==> config.mk <==
export PLATFORM = sky130hd
export DESIGN_NAME = sram_arbiter
export DESIGN_NICKNAME = d
export VERILOG_FILES = /design/src/rtl/sram_arbiter.sv
export SDC_FILE = /design/constraint.sdc
export NUM_CORES = 1
export LEC_CHECK = 0
export BUFFER_PORTS_ARGS = -buffer_cell sky130_fd_sc_hd__buf_2
export CAP_MARGIN = 0
export CORE_MARGIN = 2
export CORE_UTILIZATION = 42
export DETAILED_ROUTE_END_ITERATION = 12
export PLACE_DENSITY_LB_ADDON = 0.1
export SYNTH_ARGS = -nofsm -noshare
export SYNTH_HDL_FRONTEND = slang
export SYNTH_SLANG_ARGS = --single-unit
==> constraint.sdc <==
create_clock -name clk -period 1.9 [get_ports clk]
set_clock_uncertainty 0.15 [all_clocks]
set_input_delay 0.19 -clock clk [delete_from_list [all_inputs] [get_ports clk]]
set_output_delay 0.19 -clock clk [all_outputs]
set_load 0.03 [all_outputs]
==> src/rtl/sram_arbiter.sv <==
// sram_arbiter: shares one asynchronous 32-bit SRAM between an instruction-fetch
// port (read only) and a data-memory port (read/write).
//
// Ports:
//   clk, resetn                     clock, synchronous active-low reset
//   if_req/if_addr                  fetch request; if_ack pulses with if_rdata valid
//   dm_req/dm_wen/dm_addr/dm_wdata  data request (dm_wen==0 is a read)
//   dm_ack/dm_rdata                 data completion pulse and read data
//   sram_*                          SRAM address, data, byte enables and strobes
//   busy                            FSM not in IDLE
//
// Each access is IDLE(grant) -> READ x RD_WAIT -> RACK, or
// IDLE(grant) -> WRITE x WR_WAIT -> WHOLD. The ack comes from RACK/WHOLD.
module sram_arbiter #(
    parameter int unsigned RD_WAIT = 2,
    parameter int unsigned WR_WAIT = 2
) (
    input  logic        clk,
    input  logic        resetn,
    input  logic        if_req,
    input  logic [19:0] if_addr,
    output logic        if_ack,
    output logic [31:0] if_rdata,
    input  logic        dm_req,
    input  logic [3:0]  dm_wen,
    input  logic [19:0] dm_addr,
    input  logic [31:0] dm_wdata,
    output logic        dm_ack,
    output logic [31:0] dm_rdata,
    output logic [19:0] sram_addr,
    input  logic [31:0] sram_dq_i,
    output logic [31:0] sram_dq_o,
    output logic        sram_dq_oe,
    output logic [3:0]  sram_be_n,
    output logic        sram_ce_n,
    output logic        sram_oe_n,
    output logic        sram_we_n,
    output logic        busy
);

    typedef enum logic [2:0] {IDLE, READ, RACK, WRITE, WHOLD} state_t;

    state_t      state_q, state_d;
    logic [3:0]  cnt_q, cnt_d;
    logic        last_dm_q, last_dm_d;   // 1: data port was granted last
    logic        gnt_dm_q, gnt_dm_d;     // 1: current access belongs to data port
    logic [19:0] addr_q, addr_d;
    logic [3:0]  wen_q, wen_d;
    logic [31:0] wdata_q, wdata_d;
    logic [31:0] if_rdata_q, if_rdata_d;
    logic [31:0] dm_rdata_q, dm_rdata_d;
    logic        pick_dm;

    always_ff @(posedge clk) begin
        if (!resetn) begin
            state_q    <= IDLE;
            cnt_q      <= '0;
            last_dm_q  <= 1'b0;   // fetch "won last", so data wins the first tie
            gnt_dm_q   <= 1'b0;
            addr_q     <= '0;
            wen_q      <= '0;
            wdata_q    <= '0;
            if_rdata_q <= '0;
            dm_rdata_q <= '0;
        end else begin
            state_q    <= state_d;
            cnt_q      <= cnt_d;
            last_dm_q  <= last_dm_d;
            gnt_dm_q   <= gnt_dm_d;
            addr_q     <= addr_d;
            wen_q      <= wen_d;
            wdata_q    <= wdata_d;
            if_rdata_q <= if_rdata_d;
            dm_rdata_q <= dm_rdata_d;
        end
    end

    always_comb begin
        state_d    = state_q;
        cnt_d      = cnt_q;
        last_dm_d  = last_dm_q;
        gnt_dm_d   = gnt_dm_q;
        addr_d     = addr_q;
        wen_d      = wen_q;
        wdata_d    = wdata_q;
        if_rdata_d = if_rdata_q;
        dm_rdata_d = dm_rdata_q;
        pick_dm    = 1'b0;
        sram_ce_n  = 1'b1;
        sram_oe_n  = 1'b1;
        sram_we_n  = 1'b1;
        sram_be_n  = 4'hF;
        sram_dq_oe = 1'b0;
        if_ack     = 1'b0;
        dm_ack     = 1'b0;

        case (state_q)
            IDLE: begin
                if (if_req || dm_req) begin
                    // Round-robin on contention: grant whoever did not go last.
                    pick_dm   = dm_req && (!if_req || !last_dm_q);
                    gnt_dm_d  = pick_dm;
                    last_dm_d = pick_dm;
                    cnt_d     = '0;
                    if (pick_dm) begin
                        addr_d  = dm_addr;
                        wen_d   = dm_wen;
                        wdata_d = dm_wdata;
                        state_d = (dm_wen == 4'h0) ? READ : WRITE;
                    end else begin
                        addr_d  = if_addr;
                        wen_d   = 4'h0;
                        state_d = READ;
                    end
                end
            end
            READ: begin
                sram_ce_n = 1'b0;
                sram_oe_n = 1'b0;
                sram_be_n = 4'h0;
                if (cnt_q == 4'(RD_WAIT - 1)) begin
                    if (gnt_dm_q) dm_rdata_d = sram_dq_i;
                    else          if_rdata_d = sram_dq_i;
                    state_d = RACK;
                end else begin
                    cnt_d = cnt_q + 4'd1;
                end
            end
            RACK: begin
                if_ack  = !gnt_dm_q;
                dm_ack  = gnt_dm_q;
                state_d = IDLE;
            end
            WRITE: begin
                sram_ce_n  = 1'b0;
                sram_we_n  = 1'b0;
                sram_be_n  = ~wen_q;
                sram_dq_oe = 1'b1;
                if (cnt_q == 4'(WR_WAIT - 1)) state_d = WHOLD;
                else                          cnt_d   = cnt_q + 4'd1;
            end
            WHOLD: begin
                // we_n rises while address, enables and data stay driven (hold time).
                sram_ce_n  = 1'b0;
                sram_be_n  = ~wen_q;
                sram_dq_oe = 1'b1;
                dm_ack     = 1'b1;
                state_d    = IDLE;
            end
            default: state_d = IDLE;
        endcase
    end

    assign sram_addr = addr_q;
    assign sram_dq_o = wdata_q;
    assign if_rdata  = if_rdata_q;
    assign dm_rdata  = dm_rdata_q;
    assign busy      = (state_q != IDLE);

endmodule
==> results of run 1 <==
[final cells by class]
type	count	area [um2]
clock buffer	20	457
timing repair buffer	375	2610
sequential	128	2580
clock inverter	10	185
multi-input combinational	400	2390
inverter	7	26.3
tap	147	184
fill	921	3580
[synth_stat cells (3+ instances only)]
cell type / count / area, um2
a21oi_1: 61 / 305
a311oi_1: 20 / 175
buf_1: 4 / 15.0
buf_2: 12 / 60.1
buf_6: 3 / 33.8
clkbuf_1: 31 / 116
dfxtp_1: 128 / 2560
inv_1: 5 / 18.8
mux2i_1: 64 / 641
nand2_1: 140 / 526
nand3_1: 38 / 190
nor2_1: 4 / 15.0
o21ai_0: 4 / 20.0
o21ai_1: 37 / 185
[worst min-delay path, stage by stage]
cell	delay, ns
buf_2	0.13
buf_12	0.19
nand2_1	0.08
mux2i_1	0.05
[report_power, final]
part	switching (mW)	internal [mW]	total [mW]
combinational	1.28	0.785	2.07
sequential	0.138	2.90	3.04
clock	1.17	2.38	3.55
[repair_timing]
action,CTS,global route
cloned,0,4
setup buffers,3,2
endpoints found under the hold margin,120,0
endpoints found under the setup margin,25,38
hold buffers,108,0
resized for setup,11,16
pin swaps,0,2
[logic make-up (layout without fill, tap and decap cells)]
| group | after synthesis | after routing | share of synthesized area |
|---|---|---|---|
| flip-flops | 128 | 128 | 0.496 |
| adder cells (fa/ha/maj) | 2 | 2 | 0.00485 |
| AO/OA/AOI/OAI | 132 | 132 | 0.148 |
| multiplexers | 64 | 64 | 0.124 |
| buffers and inverters | 58 | 412 | 0.0502 |
| AND/OR/NAND/NOR | 202 | 202 | 0.176 |
[worst max path at each step]
stage / from / end / slack (ns) / cells past startpoint
after floorplan: cnt_q[0] / if_rdata[1] / 0.08 / 5
after global placement: cnt_q[1] / if_rdata[9] / 0.1 / 6
after detailed placement: cnt_q[1] / if_rdata[29] / -0.007 / 6
after CTS: cnt_q[1] / if_rdata[16] / -0.01 / 6
after global routing: cnt_q[1] / if_rdata[23] / -0.01 / 7
final: cnt_q[1] / if_rdata[10] / 0.05 / 7
[layer usage]
layer / share of wire / routed length (um) / GRT usage / up-vias
met1: 0.40 / 6750 / 0.279 / 2646
met4: 0.037 / 613 / 0.124 / 0
met5: 0 / 0 / 0 / -
met3: 0.067 / 1130 / 0.0749 / 55
li1: - / - / - / 2720
met2: 0.49 / 8290 / 0.409 / 241
[registers in the layout (all words and copies together), names as in the netlist]
name	flops
sram_dq_o	32
sram_addr	20
wen_q	4
state_q	3
gnt_dm_q	1
dm_rdata	32
if_rdata	32
cnt_q	4
[through the flow]
step                      setup slack [ns]  power [mW]
final                               0.0513        8.66
after global routing               -0.0128        9.02
after CTS                          -0.0108        8.63
after detailed placement          -0.00709        4.88
after global placement              0.0955        4.85
after floorplan                     0.0822        4.28
==> results.ini, run 1 <==
[setup_path]
reg2reg_slack_ns = 0.05
crit_arrival_ns = 2.03
path_delay_family = simple AND/OR/NAND/NOR gates
reg2reg_to = if_rdata[10]
max_stage_delay_ns = 0.40
crit-reg2reg-launch = cnt_q[1]
cp-end-kind = flop
crit_chain = inv_2 > ha_4 > or3b_4 > nor4_4 > buf_6 > buf_12 > mux2i_1
start_kind = flop
criticalPathCategory = reg -> reg
r2r_cells = 7
cp_max_fo = 6
cp_slowest_cell = or3b_4
critPathBufInv = 3
crit_required_ns = 2.08

[final_layout]
area_growth_pct = 63.3
num_antenna_cells = 0
final_cell_count_no_fill = 1087
postLayoutCellArea_mm2 = 0.00843
fin_util = 0.702
final_cell_mix = buf_2 (234), nand2_1 (140), dfxtp_1 (123)
layout_commonest_cell = buf_2
fin_nets = 1043
drive_gt1_frac = 0.337

[place]
place_area_mm2 = 0.00653
dp.cells = 940
globalplace.congestion = 0.776
place_hpwl_um = 9670
io_buffers = 238

[floorplanning]
pin_count = 239
coreArea_mm2 = 0.0120
fp.dieArea_mm2 = 0.0132
start_util = 0.430
die_x_um = 115
rows = 40
die_height_um = 115

[synthesis]
async_flop_share = 0
yosysWarnings = 0
ys_types = 44
avgSynthCellArea_um2 = 8.81
synth-edff-count = 0
ys_seq_area_frac = 0.496
syn_inst = 586
synth-seq-cells = 128
yosys_most_used_dff = dfxtp_1
netlist_area_mm2 = 0.00516
synth_fp_nets = 700

[routing]
drtAntennaViolNets = 0
routed_wl_um = 16800
drc = 0
via_count = 5662
drt_pre_antenna_iters = 5
wl_per_cell_um = 15.4
viasPerCell = 5.21
drtIter0Drc = 393

[clock_tree]
clk_latency_ns = 0.41
numCtsBuffers = 17
cts-root-buf = clkbuf_16
cts_tree = built
ctsLongestPathBuffers = 2
cts_num_sinks = 128
htreeDepth = 4
path_clk_slew_ns = 0.06

[sta]
setup_viol = 0
maxSlewViolCount = 0
min_period_over_period = 0.973
slew_headroom = 0.697
min_period_ns = 1.85
fmax_ghz = 0.541
grt_setup_unrepaired = yes
final_hold_viol_count = 0
worstMarginPinSlew_ns = 0.454
hold_slack_ns = 0.139
fin_tns_setup_ns = 0

[status]
status = completed

[grt]
grt_pass1_wl_um = 25700
grt_usage = 0.243
antenna_found_initial = 0
grt_pass1_vias = 5400
grt_max_degree = 55
grt-ovfl-total = 0

[pwr]
powerDensity_mw_per_mm2 = 1030
vdd_ir_drop_max_mv = 0.544
leakagePower_nw = 4.02

[min_path]
holdPathStages = 4
min_from = resetn
hold_class = in -> reg
min_to = if_rdata[11]

[job]
maxCapViolations = 0

No activity file was read; power rests on OpenSTA's default activity.
==> run 2, diff against run 1 <==
Settings changed: CORE_ASPECT_RATIO set to 0.5, CORE_MARGIN 2 to 10.
==> run 2 against run 1 <==
  * Non-clock buffer count shrank 5
  * Largest cell class unchanged
  * Combinational power grew 2%
  * Design area shrank 0.56%
==> results.ini, run 2 (synthesis gave the netlist of run 1 again) <==
[pwr]
power_mw = 8.39  ; -3.1%
powerDensity_mw_per_mm2 = 1000  ; -2.5%
leakagePower_nw = 3.97  ; -1.3%
vdd_ir_drop_max_mv = 0.504  ; -7.3%

[sta]
min_period_over_period = 0.990  ; +0.0173
worstMarginPinSlew_ns = 0.442  ; -0.0122 ns
grt_setup_unrepaired = yes
maxSlewViolCount = 0  ; unchanged
min_period_ns = 1.88  ; +0.0328 ns
final_hold_viol_count = 0  ; unchanged
slew_headroom = 0.705  ; +0.00772
fmax_ghz = 0.531  ; -1.7%
setup_ws_ns = 0.0184  ; -0.0328 ns
setup_viol = 0  ; unchanged

[grt]
grt_max_degree = 63  ; +15%
grt-ovfl-total = 0  ; unchanged
antenna_found_initial = 1  ; +1
grt_pass1_wl_um = 28900  ; +13%
grt_usage = 0.203  ; -0.0395
grt_pass1_vias = 5344  ; -1.0%

[clock_tree]
path_clk_slew_ns = 0.06  ; about the same
cts_num_sinks = 128  ; unchanged
cts-root-buf = clkbuf_16
ctsLongestPathBuffers = 2  ; unchanged
clk_latency_ns = 0.41  ; about the same
htreeDepth = 4  ; unchanged
numCtsBuffers = 17  ; unchanged
cts_tree = built

[setup_path]
critPathBufInv = 1  ; -2
criticalPathCategory = reg -> out
max_stage_delay_ns = 0.38  ; -0.02 ns
cp_slowest_cell = dfxtp_4
crit-reg2reg-launch = cnt_q[1]
path_delay_family = flip-flops
start_kind = flop
reg2reg_slack_ns = 0.05  ; about the same
critical_path_depth = 4  ; -3
cp_max_fo = 6  ; unchanged
r2r_cells = 7  ; unchanged
crit_required_ns = 1.56  ; -0.52 ns
crit_chain = and3b_2 > a21oi_4 > o21ai_1 > buf_4
cp-end-kind = primary output
reg2reg_to = if_rdata[28]
crit_arrival_ns = 1.54  ; -0.49 ns

[min_path]
min_to = gnt_dm_q
min_from = if_req
holdPathStages = 4  ; unchanged
hold_class = in -> reg

[place]
globalplace.congestion = 0.765  ; -1.3%
preCtsSetupSlack_ns = 0.0597  ; +0.0668 ns
place_hpwl_um = 11500  ; +19%
io_buffers = 238  ; unchanged
place_area_mm2 = 0.00657  ; +0.50%

[floorplanning]
pin_count = 239  ; unchanged
rows = 28  ; -30%
die_height_um = 98.4  ; -14%
start_util = 0.433  ; +0.00361
fp.dieArea_mm2 = 0.0174  ; +32%
die_x_um = 177  ; +54%
coreArea_mm2 = 0.0119  ; -0.83%

[final_layout]
fill_cells = 934  ; +1.4%
drive_gt1_frac = 0.336  ; -0.00105
final_cell_mix = buf_2 (231), nand2_1 (140), dfxtp_1 (125)
layout_commonest_cell = buf_2
fin_nets = 1038  ; -0.48%
area_growth_pct = 62.4
postLayoutCellArea_mm2 = 0.00838  ; -0.56%

[routing]
viasPerCell = 5.03  ; -3.3%
via_count = 5553  ; -1.9%
drtAntennaViolNets = 0  ; unchanged
wl_per_cell_um = 17.1  ; +11%
drt_pre_antenna_iters = 7  ; +2
routed_wl_um = 18900  ; +13%
drc = 0  ; unchanged
drtIter0Drc = 373  ; -5.1%

[status]
status = completed

[job]
maxCapViolations = 0  ; unchanged

==> run 2: cell count changes in the layout (fill, tap and decap cells not counted), sizes merged, moves of 2 or more <==
cell	delta
buf	-4
clkbuf	-3
bufinv	-3
clkinvlp	+2
inv	+4
==> run 2: layout make-up <==
class,instances,area [um2],share of cell area
multi-input combinational,400,2400,0.286
clock inverter,14,158,0.0188
antenna,1,2.50,0.000299
clock buffer,18,429,0.0512
sequential,128,2570,0.307
inverter,7,28.8,0.00343
tap,165,206,0.0246
timing repair buffer,370,2590,0.309
==> run 2: routing by layer <==
layer,up-vias,share of wire,global-route usage
met1,2594,0.42,0.238
met4,0,0.0074,0.0559
met5,-,0,0
met2,226,0.49,0.345
met3,14,0.081,0.0726
li1,2719,-,-
==> run 2: how the worst max path moves through the flow <==
stage	from	end
6_report	state_q[2]	sram_be_n[2]
4_1_cts	state_q[2]	busy
5_1_grt	state_q[2]	sram_be_n[0]
2_1_floorplan	cnt_q[0]	if_rdata[1]
3_5_place_dp	cnt_q[0]	if_rdata[14]
3_3_place_gp	cnt_q[1]	if_rdata[8]
==> run 2: tightest hold or removal path: cells and delay by family <==
| family | cells | cell delay, ns |
|---|---|---|
| AOI/OAI and AO/OA | 2 | 0.15 |
| and+or+nand+nor | 1 | 0.07 |
| buffers and inverters | 1 | 0.13 |
==> run 2: through the flow <==
stage / utilization / hold WS [ns] / setup TNS (ns) / std cells
floorplan: - / 0.188 / 0 / 586
finish: 0.704 / 0.0340 / 0 / 1103
detailed placement: 0.551 / 0.297 / 0 / 956
global route: 0.704 / 0.0483 / -0.181 / 1103
global placement: 0.551 / 0.289 / 0 / 956
CTS: 0.696 / 0.0207 / 0 / 1098
==> run 2: what timing repair did <==
item                       in CTS  in global routing
setup buffers                   2                  2
gates resized for setup        17                 19
pin swaps                       0                  1
setup endpoints to repair       7                 26
gates cloned                    0                  2
hold endpoints to repair      120                  0
hold buffers                  108                  0
==> run 2: where the power goes <==
group | internal, mW | switching [mW] | leakage, nW
Clock | 1.95 | 1.29 | 0.278
Sequential | 2.90 | 0.129 | 1.04
Combinational | 0.790 | 1.33 | 2.65
==> run 3, diff against run 2 <==
Settings changed: CORE_ASPECT_RATIO 0.5 to 1.25.
==> run 3 against run 2 <==
  * Sequential power about the same
  * First-iteration DRC count shrank 9.9%
  * Die area fell by 1.4%
  * Largest cell class is now sequential cells
==> results.ini, run 3 (synthesis gave the netlist of run 1 again) <==
[clock_tree]
htreeDepth = 4  ; unchanged
cts-root-buf = clkbuf_16
path_clk_slew_ns = 0.05  ; about the same
ctsLongestPathBuffers = 2  ; unchanged
cts_num_sinks = 128  ; unchanged
cts_tree = built
numCtsBuffers = 17  ; unchanged
clk_latency_ns = 0.41  ; about the same

[sta]
min_period_over_period = 0.974  ; -0.0160
final_hold_viol_count = 0  ; unchanged
maxSlewViolCount = 0  ; unchanged
min_period_ns = 1.85  ; -0.0304 ns
slew_headroom = 0.657  ; -0.0480
worstMarginPinSlew_ns = 0.514  ; +0.0726 ns
grt_setup_unrepaired = yes
fmax_ghz = 0.540  ; +1.6%
setup_viol = 0  ; unchanged
hold_slack_ns = 0.165  ; +0.131 ns

[final_layout]
area_growth_pct = 62.4  ; about the same
postLayoutCellArea_mm2 = 0.00838  ; about the same
fill_cells = 907  ; -2.9%
drive_gt1_frac = 0.338  ; +0.00141
ff_latch_area_mm2 = 0.00257  ; about the same
layout_commonest_cell = buf_2
final_cell_mix = buf_2 (232), nand2_1 (140), dfxtp_1 (123)
fin_nets = 1040  ; +0.19%
multi_input_area_mm2 = 0.00239  ; -0.21%

[grt]
use_met2 = 0.344  ; -0.00129
grt_use_met3 = 0.0746  ; +0.00193
grt-ovfl-total = 0  ; unchanged
grt_util_met1 = 0.220  ; -0.0177
grt_usage = 0.203  ; about the same
antenna_found_initial = 0  ; -1
grt_pass1_wl_um = 28600  ; -1.0%
grt_max_degree = 55  ; -13%
grt_busiest_layer = met2
grt_pass1_vias = 5713  ; +6.9%

[min_path]
min_from = resetn
hold_class = in -> reg
min_to = gnt_dm_q
holdPathStages = 4  ; unchanged

[floorplanning]
coreArea_mm2 = 0.0121  ; +1.6%
rows = 45  ; +61%
start_util = 0.426  ; -0.00694
die_height_um = 144  ; +46%
die_x_um = 119  ; -33%
pin_count = 239  ; unchanged
fp.dieArea_mm2 = 0.0172  ; -1.4%

[place]
globalplace.congestion = 0.794  ; +3.7%
place_hpwl_um = 11900  ; +3.4%
place_area_mm2 = 0.00656  ; -0.17%
io_buffers = 238  ; unchanged

[setup_path]
cp-end-kind = primary output
path_delay_family = flip-flops
criticalPathCategory = reg -> out
r2r_cells = 7  ; unchanged
max_stage_delay_ns = 0.38  ; about the same
crit_chain = and3b_2 > a21oi_4 > o21ai_0 > buf_4
start_kind = flop
critical_path_depth = 4  ; unchanged
reg2reg_to = if_rdata[5]
critPathBufInv = 1  ; unchanged
crit_arrival_ns = 1.51  ; -0.03 ns
cp_slowest_cell = dfxtp_4
reg2reg_slack_ns = 0.08  ; +0.03 ns
crit_required_ns = 1.56  ; about the same
crit-reg2reg-launch = cnt_q[1]
cp_max_fo = 7  ; +1

[pwr]
power_mw = 8.48  ; +1.1%
powerDensity_mw_per_mm2 = 1010  ; +1.1%
leakagePower_nw = 3.98  ; +0.35%
vdd_ir_drop_max_mv = 0.531  ; +5.3%

[routing]
drtAntennaViolNets = 0  ; unchanged
viasPerCell = 5.05  ; +0.40%
wl_per_cell_um = 16.7  ; -2.4%
routed_wl_um = 18500  ; -2.3%
via_count = 5580  ; +0.49%
drc = 0  ; unchanged
drt_pre_antenna_iters = 6  ; -1
drtIter0Drc = 336  ; -9.9%

[status]
status = completed

[job]
maxCapViolations = 0  ; unchanged

-- run 3: changes by cell type in the layout (fill, tap and decap cells not counted), sizes merged --
cell      change
bufinv        +1
clkbuf        +3
buf           +1
clkinv        +1
clkinvlp      -1
inv           -3
-- run 3: area by class of cell --
type	count	share of cell area
diodes	1	0.000299
clock buffers	20	0.0545
clock inverters	12	0.0190
inverters	7	0.00313
multi-input cells	400	0.285
flip-flops and latches	128	0.307
well taps	164	0.0245
repair buffers	372	0.306
-- run 3: layer usage --
metal,up-vias,wire length [um]
met2,215,9210
met4,0,602
met3,53,1420
met5,-,0
li1,2714,-
met1,2598,7230
-- run 3: through the flow --
step / cells / setup slack, ns / TNS [ns] / utilization
finish: 1104 / 0.0489 / 0 / 0.692
global route: 1103 / -0.0169 / -0.0299 / 0.692
CTS: 1099 / 0.0108 / 0 / 0.686
detailed placement: 957 / 0.0404 / 0 / 0.541
global placement: 957 / 0.0922 / 0 / 0.541
floorplan: 586 / 0.0822 / 0 / -
-- run 3: worst max-delay path by stage --
stage          startpoint  slack [ns]           end
2_1_floorplan    cnt_q[0]        0.08   if_rdata[1]
3_3_place_gp     cnt_q[1]        0.09   if_rdata[6]
3_5_place_dp     cnt_q[1]        0.04  if_rdata[31]
4_1_cts        state_q[2]        0.01  sram_be_n[3]
5_1_grt          cnt_q[1]       -0.02   if_rdata[5]
6_report       state_q[0]        0.05  sram_be_n[3]
-- run 3: repair_timing --
item | 4_1_cts | 5_1_grt
resized for setup | 16 | 11
gates cloned | 0 | 2
setup buffers | 2 | 2
hold endpoints to repair | 120 | 0
hold buffers | 108 | 0
pin swaps | 1 | 1
setup endpoints to repair | 7 | 38
-- run 3: worst register-to-register path, stage by stage, from the launching register on --
cell	delay, ns
dfxtp_2	0.33
inv_1	0.05
ha_1	0.14
or3b_4	0.39
nor4_4	0.12
buf_4	0.19
clkbuf_16	0.18
mux2i_1	0.20
-- run 3: power by group --
group | total [mW] | switching, mW | internal (mW)
Clock | 3.34 | 1.21 | 2.14
Sequential | 3.04 | 0.136 | 2.90
Combinational | 2.10 | 1.31 | 0.794
Total | 8.48 | 2.65 | 5.83
